[src/rtl/sweep_pkg.sv]
// rtl/sweep_pkg.sv - shared state encoding and widths for the truth table sweeper
package sweep_pkg;

   localparam int SETTLE_W = 8;

   typedef enum logic [1:0] {
      IDLE   = 2'd0,
      HOLD   = 2'd1,
      SAMPLE = 2'd2,
      DONE   = 2'd3
   } sweep_state_t;

endpackage

[src/rtl/settle_timer.sv]
// rtl/settle_timer.sv - loadable down-counter timing the per-vector settle interval
module settle_timer
   import sweep_pkg::*;
(
   input  logic                clk,
   input  logic                rst_n,
   input  logic                load,
   input  logic [SETTLE_W-1:0] load_val,
   input  logic                dec,
   output logic                zero
);

   logic [SETTLE_W-1:0] cnt;

   always_ff @(posedge clk or negedge rst_n) begin
      if (!rst_n) begin
         cnt <= '0;
      end else if (load) begin
         cnt <= load_val;
      end else if (dec && (cnt != '0)) begin
         cnt <= cnt - 1'b1;
      end
   end

   assign zero = (cnt == '0);

endmodule

[src/rtl/truth_table_sweeper.sv]
// rtl/truth_table_sweeper.sv - sweeps all input vectors of a circuit and captures its truth table
// Optional reference compare enabled by defining SWEEP_CHECK_EN.
module truth_table_sweeper
   import sweep_pkg::*;
#(
   parameter int N_IN   = 3,
   parameter int SETTLE = 1
)
(
   input  logic                 clk,
   input  logic                 rst_n,
   input  logic                 start,
   output logic [N_IN-1:0]      vec,
   input  logic                 f_in,
   output logic                 busy,
   output logic                 done,
   output logic [2**N_IN-1:0]   tt
`ifdef SWEEP_CHECK_EN
   ,
   input  logic [2**N_IN-1:0]   expected,
   output logic                 mismatch,
   output logic [N_IN:0]        err_count
`endif
);

   localparam int                  NV     = 2**N_IN;
   localparam logic [N_IN-1:0]     VMAX   = N_IN'(NV - 1);
   localparam logic [SETTLE_W-1:0] RELOAD = SETTLE_W'(SETTLE - 1);

   sweep_state_t state, next_state;
   logic         tmr_load, tmr_dec, tmr_zero;
   logic         accept, last_vec;

   settle_timer u_settle (
      .clk      (clk),
      .rst_n    (rst_n),
      .load     (tmr_load),
      .load_val (RELOAD),
      .dec      (tmr_dec),
      .zero     (tmr_zero)
   );

   assign accept   = (state == IDLE) && start;
   assign last_vec = (vec == VMAX);

   always_ff @(posedge clk or negedge rst_n) begin
      if (!rst_n) state <= IDLE;
      else        state <= next_state;
   end

   always_comb begin
      next_state = state;
      tmr_load   = 1'b0;
      tmr_dec    = 1'b0;
      case (state)
         IDLE: begin
            if (start) begin
               next_state = HOLD;
               tmr_load   = 1'b1;
            end
         end
         HOLD: begin
            if (tmr_zero) next_state = SAMPLE;
            else          tmr_dec    = 1'b1;
         end
         SAMPLE: begin
            if (last_vec) begin
               next_state = DONE;
            end else begin
               next_state = HOLD;
               tmr_load   = 1'b1;
            end
         end
         DONE:    next_state = IDLE;
         default: next_state = IDLE;
      endcase
   end

   // vec returns to 0 on the final sample so DONE and IDLE both present 0
   always_ff @(posedge clk or negedge rst_n) begin
      if (!rst_n) begin
         vec <= '0;
         tt  <= '0;
      end else if (accept) begin
         vec <= '0;
         tt  <= '0;
      end else if (state == SAMPLE) begin
         tt[vec] <= f_in;
         vec     <= last_vec ? '0 : vec + 1'b1;
      end
   end

   assign busy = (state == HOLD) || (state == SAMPLE);
   assign done = (state == DONE);

`ifdef SWEEP_CHECK_EN
   always_ff @(posedge clk or negedge rst_n) begin
      if (!rst_n) begin
         mismatch  <= 1'b0;
         err_count <= '0;
      end else if (accept) begin
         mismatch  <= 1'b0;
         err_count <= '0;
      end else if ((state == SAMPLE) && (f_in != expected[vec])) begin
         mismatch <= 1'b1;
         if (err_count != (N_IN+1)'(NV)) err_count <= err_count + 1'b1;
      end
   end
`endif

endmodule

[config.mk]
export PLATFORM = sky130hd
export DESIGN_NAME = truth_table_sweeper
export DESIGN_NICKNAME = d
export VERILOG_FILES = /design/src/rtl/sweep_pkg.sv /design/src/rtl/settle_timer.sv /design/src/rtl/truth_table_sweeper.sv
export SDC_FILE = /design/constraint.sdc
export NUM_CORES = 1
export LEC_CHECK = 0
export CORE_MARGIN = 4
export CORE_UTILIZATION = 57
export DETAILED_ROUTE_END_ITERATION = 8
export PLACE_DENSITY = 0.82
export SLEW_MARGIN = 20
export SYNTH_ARGS = -nofsm -noshare
export SYNTH_HDL_FRONTEND = slang
export SYNTH_SLANG_ARGS = --single-unit
[constraint.sdc]
create_clock -name clk -period 2.7 [get_ports clk]
set_clock_uncertainty 0.05 [all_clocks]
set_input_delay 0.54 -clock clk [delete_from_list [all_inputs] [get_ports clk]]
set_output_delay 0.54 -clock clk [all_outputs]
set_load 0.1 [all_outputs]
# ---- Word level (Yosys, flattened, before mapping)
# Index checks and enable logic that the tools add are counted.
dict set report word_totals {
  input_bits 4
  ff_bits 21
  out_inout_bits 13
  word_cells 43
}
dict set report classes {
  magnitude_cmp 2
  n_reduce_logical 10
  eq_ne 6
  mux 19
  add_sub_neg 2
}
# op n
set op_table {}
lappend op_table {{$mux 8} 4}
lappend op_table {{$mux 3} 3}
lappend op_table {{$bwmux 8} 1}
lappend op_table {{$logic_not 8->1} 1}
lappend op_table {{$pmux 2 s4} 1}
lappend op_table {{$reduce_bool 8->1} 1}
lappend op_table {{$sub 8x1->8 const B} 1}
lappend op_table {{$mux 2} 3}
lappend op_table {{$mux 1} 5}
lappend op_table {{$eq 2x2->1 const B} 2}
lappend op_table {{$lt 3x4->1 const B} 1}
lappend op_table {{$ne 2x2->1 const B} 2}
lappend op_table {{$reduce_bool 2->1} 2}
lappend op_table {{$add 3x1->3 const B} 1}
lappend op_table {{$demux 1 s3} 1}
lappend op_table {{$eq 3x3->1 const B} 1}
lappend op_table {{$ge 3x1->1 const B} 1}
lappend op_table {{$logic_and 1x1->1} 3}
lappend op_table {{$eq 2x1->1 const B} 1}
lappend op_table {{$logic_not 2->1} 1}
lappend op_table {{$pmux 1 s2} 1}
lappend op_table {{$reduce_and 2->1} 1}
lappend op_table {{$logic_or 1x1->1} 1}

# ---- Logic depth before layout (Yosys ltp)
dict set report logic_depth {
  depth_word 7
  ltp_mapped 6
  depth_no_buf 5
}

# ---- Modules after synthesis
# A second synthesis with hierarchy kept.
dict set report unflattened {
  cells_unflattened 131
  hier_area_um2 1310.0
}
# module area_per_inst_um2 cells_each n_inst seq_area_each_um2
set by_module_without_submodules {}
lappend by_module_without_submodules {truth_table_sweeper 782.0 73 1 325.3}
lappend by_module_without_submodules {settle_timer 528.0 58 1 200.2}

# ---- Worst setup path after synthesis
# OpenSTA, ideal clock, no wires.
dict set report synth_path {
  kind {register to register}
  startpoint {register vec[1]}
  endpoint {register u_settle.cnt[2]}
  path_slack_ns 0.595
  arrival_ns 1.977
  setup_time_ns 0.078
  required_ns 2.572
  path_stages_with_launch 7
  period_less_slack_ns 2.105
  cell_sequence {dfrtp_1 > ha_1 > ha_1 > nand2b_1 > clkbuf_1 > nand2_1 > a21oi_1}
}
dict set report synth_via {
  elab_chain_len 4
  elab_cells_between_ends 5
}
# item line_no
set synth_lines {}
lappend synth_lines {{start, declared} truth_table_sweeper.sv:13} ;# output logic [N_IN-1:0] vec,
lappend synth_lines {{start signal, assigned} truth_table_sweeper.sv:89} ;# vec <= last_vec ? '0 : vec + 1'b1;
lappend synth_lines {{$eq 3x3->1 (*)} truth_table_sweeper.sv:44} ;# assign last_vec = (vec == VMAX);
lappend synth_lines {{$mux 1 (*)} truth_table_sweeper.sv:67} ;# if (last_vec) begin
lappend synth_lines {{$pmux 1 s2 (*)} truth_table_sweeper.sv:55} ;# case (state)
lappend synth_lines {{$mux 8 or $reduce_bool 2->1 (tied branches)} -}
lappend synth_lines {{end signal, assigned} settle_timer.sv:19} ;# cnt <= load_val;
lappend synth_lines {{end signal, assigned} settle_timer.sv:21} ;# cnt <= cnt - 1'b1;
lappend synth_lines {{end, declared} settle_timer.sv:13} ;# logic [SETTLE_W-1:0] cnt;
# Every way passes the cells marked *; elsewhere a longest branch is shown, timed or not.
# A chain may end at the register's enable or synchronous reset.

# ---- Worst setup path in the final report
dict set report layout_path {
  startpoint {register state[1]}
  endpoint {register u_settle.cnt[7]}
}
dict set report layout_via {
  elab_chain_len 4
  elab_cells_between_ends 8
}
# item line_no
set layout_lines {}
lappend layout_lines {{start, declared} truth_table_sweeper.sv:30} ;# sweep_state_t state, next_state;
lappend layout_lines {{start signal, assigned} truth_table_sweeper.sv:48} ;# else state <= next_state;
lappend layout_lines {{$eq 2x1->1} truth_table_sweeper.sv:55}
lappend layout_lines {{$mux 1} truth_table_sweeper.sv:55}
lappend layout_lines {{$logic_and 1x1->1} settle_timer.sv:20} ;# end else if (dec && (cnt != '0)) begin
lappend layout_lines {{$reduce_bool 2->1 (no source line)} -}
# Several ways; a longest one is shown, not always the timed one.

==> impl_metrics.csv <==
group,metric,value,unit
critical_path,reg2reg_to,"u_settle.cnt[7]$_DFFE_PN0P_",
floorplanning,start_util,61.8,%
placed_design,placed_area,1400,um^2
placed_design,dpl.cell_count,163,
timing,slew_violations,0,
routing,avgRoutedWirePerCell,15.7,um
synth,netlist_area,1250,um^2
grt,grt_first_pass_wirelength,4330,um
clocking,cts_root_buf,"clkbuf_4",
clocking,worstSkewPairLatency,0.30,ns
layout,syn_to_final_growth,14.4,%
hold_path,hp-class,"reg2reg",
critical_path,path_cells,"inv_1 > ha_1 > or4b_1 > or4_1 > a21oi_1",
hold_path,worstHoldStart,"tt[5]$_DFFE_PN0P_",
placed_design,dp_hpwl,1880,um
timing,period_minus_slack,2.05,ns
layout,nets,154,
critical_path,end_kind,"flip-flop",
clocking,clock-sinks,21,
timing,fmax,0.489,GHz
placed_design,gp_congestion,0.795,
floorplanning,io_pins,17,
clocking,cts.repair.resized,0,
critical_path,max_stage_delay,0.52,ns
synth,synth.net_count,138,
layout,fin_cells,167,
critical_path,cp-start-kind,"flip-flop",
routing,ant_nets,0,
layout,final-seq-area,526,um^2
placed_design,port_buffers,16,
layout,drive_gt1_share,14.3,%
grt,antenna_found_initial,0,
synth,synth_seq_cells,21,
grt,grt_max_degree,22,
floorplanning,dieArea,3010,um^2
critical_path,critPathMaxFanout,6,
layout,fin_area,1430,um^2
clocking,cts_tree,"built",
grt,grt_pass1_vias,909,
floorplanning,rows,16,
synth,ys_seq_area_share,42.0,%
timing,setup_viol_count_final,0,
clocking,clock_path_buffers,2,
timing,period_share,75.8,%
critical_path,slowest_stage,"or4b_1",
critical_path,rrSetupSlack,0.65,ns
layout,diodes,0,
routing,first_pass_iters,4,
synth,avgSynthCellArea,10.0,um^2
synth,synth_cell_types,29,
job,drv_cap,0,
clocking,cts_hold_buf,0,
critical_path,required,2.89,ns
timing,slew_headroom,65.6,%
clocking,clk_pin_slew,0.12,ns
grt,grt.overflow.total,0,
routing,viasPerCell,5.84,
routing,drc_errors,0,
grt,grtUsageTotal,20.9,%
critical_path,rr_startpoint,"state[1]$_DFFE_PN0P_",
critical_path,worstSetupPathType,"reg2reg",
power,irDropWorstVdd,0.940,mV
timing,grt_setup_unrepaired,"false",
clocking,h-tree-depth,1,
routing,drtIter0Drc,25,
critical_path,rr_worst_depth,5,
timing,setup-tns-final,0,ns
floorplanning,die_h,54.8,um
hold_path,whs_path_depth,2,
hold_path,whs_endpoint,"tt[5]$_DFFE_PN0P_",
timing,hold_violations,0,
synth,yosysWarnings,0,
layout,fillers,164,
critical_path,critical_path_buf_inv_count,1,
synth,synth_cells,125,
floorplanning,die_w,54.8,um
critical_path,arrival,2.24,ns
clocking,cts_buffers,3,
status,outcome,"complete, no violations",
clocking,postCtsSetupBuffers,0,
power,total_power,1.66,mW
timing,tightest_slew,0.516,ns
routing,wl,2630,um
layout,multi_input_area,672,um^2
routing,vias,975,
floorplanning,core,2020,um^2
power,powerDensity,1160,nW/um^2
power,p_leak,0.704,nW
critical_path,crit_family,"simple AND/OR/NAND/NOR gates",
## placed cells by master (no fill, tap or decap), drive strengths merged, types with 2 or more instances in the layout
cell,n
nand3b,5
a211oi,2
dfrtp,21
mux2i,17
nand2,4
clkdlybuf4s50,3
nor2,13
nand4b,3
nand3,6
o21ai,4
clkbuf,4
buf,16
or4,3
inv,6
nand2b,3
nor4bb,3
ha,9
a21o,2
a21oi,5
## stage by stage
stage          worst slack [ns]  utilization [%]  hold slack (ns)
2_1_floorplan             0.595                -            0.194
3_3_place_gp              0.787             69.4            0.454
3_5_place_dp              0.689             69.4            0.472
4_1_cts                   0.651             70.7            0.501
5_1_grt                   0.540             70.7            0.521
6_report                  0.654             70.7            0.495
## final cells by class
cell class,instances,area share [%]
clock buffers,4,1.84
multi-input cells,90,47.0
flip-flops and latches,21,36.7
repair buffers,19,10.5
inverters,6,1.57
well taps,27,2.36
## registers in the layout, summed over array words and instances (netlist names)
register / count
tt: 8
state: 2
vec: 3
u_settle.cnt: 8
## worst max-delay path by stage
| stage | start | endpoint | slack [ns] | cells past startpoint |
|---|---|---|---|---|
| 4_1_cts | state[1]$_DFFE_PN0P_ | u_settle.cnt[7]$_DFFE_PN0P_ | 0.65 | 5 |
| 3_5_place_dp | state[1]$_DFFE_PN0P_ | u_settle.cnt[7]$_DFFE_PN0P_ | 0.69 | 5 |
| 2_1_floorplan | vec[1]$_DFFE_PN0P_ | u_settle.cnt[2]$_DFFE_PN0P_ | 0.60 | 6 |
| 3_3_place_gp | state[1]$_DFFE_PN0P_ | u_settle.cnt[7]$_DFFE_PN0P_ | 0.79 | 5 |
| 5_1_grt | state[1]$_DFFE_PN0P_ | u_settle.cnt[7]$_DFFE_PN0P_ | 0.54 | 5 |
| 6_report | state[1]$_DFFE_PN0P_ | u_settle.cnt[7]$_DFFE_PN0P_ | 0.65 | 5 |
## power breakdown
group / leakage [nW] / internal [mW] / switching [mW] / total (mW)
Combinational: 0.405 / 0.254 / 0.781 / 1.04
Sequential: 0.285 / 0.377 / 0.0932 / 0.470
Clock: 0.0150 / 0.0577 / 0.0975 / 0.155
## synth_stat cells
master | n | area share [%]
a211o_1 | 1 | 0.70
a211oi_1 | 2 | 1.2
a21o_1 | 2 | 1.2
a21oi_1 | 5 | 2.0
and2_1 | 1 | 0.50
buf_1 | 1 | 0.30
clkbuf_1 | 7 | 2.1
dfrtp_1 | 21 | 42
ha_1 | 9 | 9.0
inv_1 | 6 | 1.8
mux2i_1 | 17 | 14
nand2_1 | 4 | 1.2
nand2b_1 | 3 | 1.5
nand3_1 | 6 | 2.4
nand3b_1 | 5 | 3.0
nand4_1 | 1 | 0.50
nand4b_1 | 3 | 2.1
nor2_1 | 13 | 3.9
nor3b_1 | 1 | 0.60
nor4_1 | 1 | 0.50
nor4b_1 | 1 | 0.70
nor4bb_1 | 3 | 2.4
o2111ai_1 | 1 | 0.70
o211a_1 | 1 | 0.80
o21ai_0 | 4 | 1.6
or2_2 | 1 | 0.50
or3_1 | 1 | 0.50
or4_1 | 3 | 1.8
or4b_1 | 1 | 0.80
## kinds of logic (layout without fill, tap and decap cells)
| family | Yosys count | in the layout | synth area share (%) |
|---|---|---|---|
| compound gates | 16 | 16 | 8.21 |
| fa+ha+maj | 9 | 9 | 9.01 |
| buf+inv | 14 | 29 | 4.20 |
| flops | 21 | 21 | 42.0 |
| mux | 17 | 17 | 13.6 |
| simple gates | 48 | 48 | 22.9 |
## layer usage
layer | track usage, % | vias to the layer above | part of all wire [%]
met2 | 31.9 | 23 | 47
met1 | 28.5 | 472 | 47
met5 | 0 | - | 0
met3 | 3.27 | 4 | 4.6
met4 | 9.96 | 0 | 1.7
li1 | - | 476 | -
## worst reg2reg max path, delay by kind of cell, from the launching register on
family / cells / cell delay (ns)
flip-flops: 1 / 0.45
adder cells (fa/ha/maj): 1 / 0.26
buffers and inverters: 1 / 0.12
AND/OR/NAND/NOR: 2 / 0.95
AO/OA/AOI/OAI: 1 / 0.16
Power figures use the tool's default switching activity.
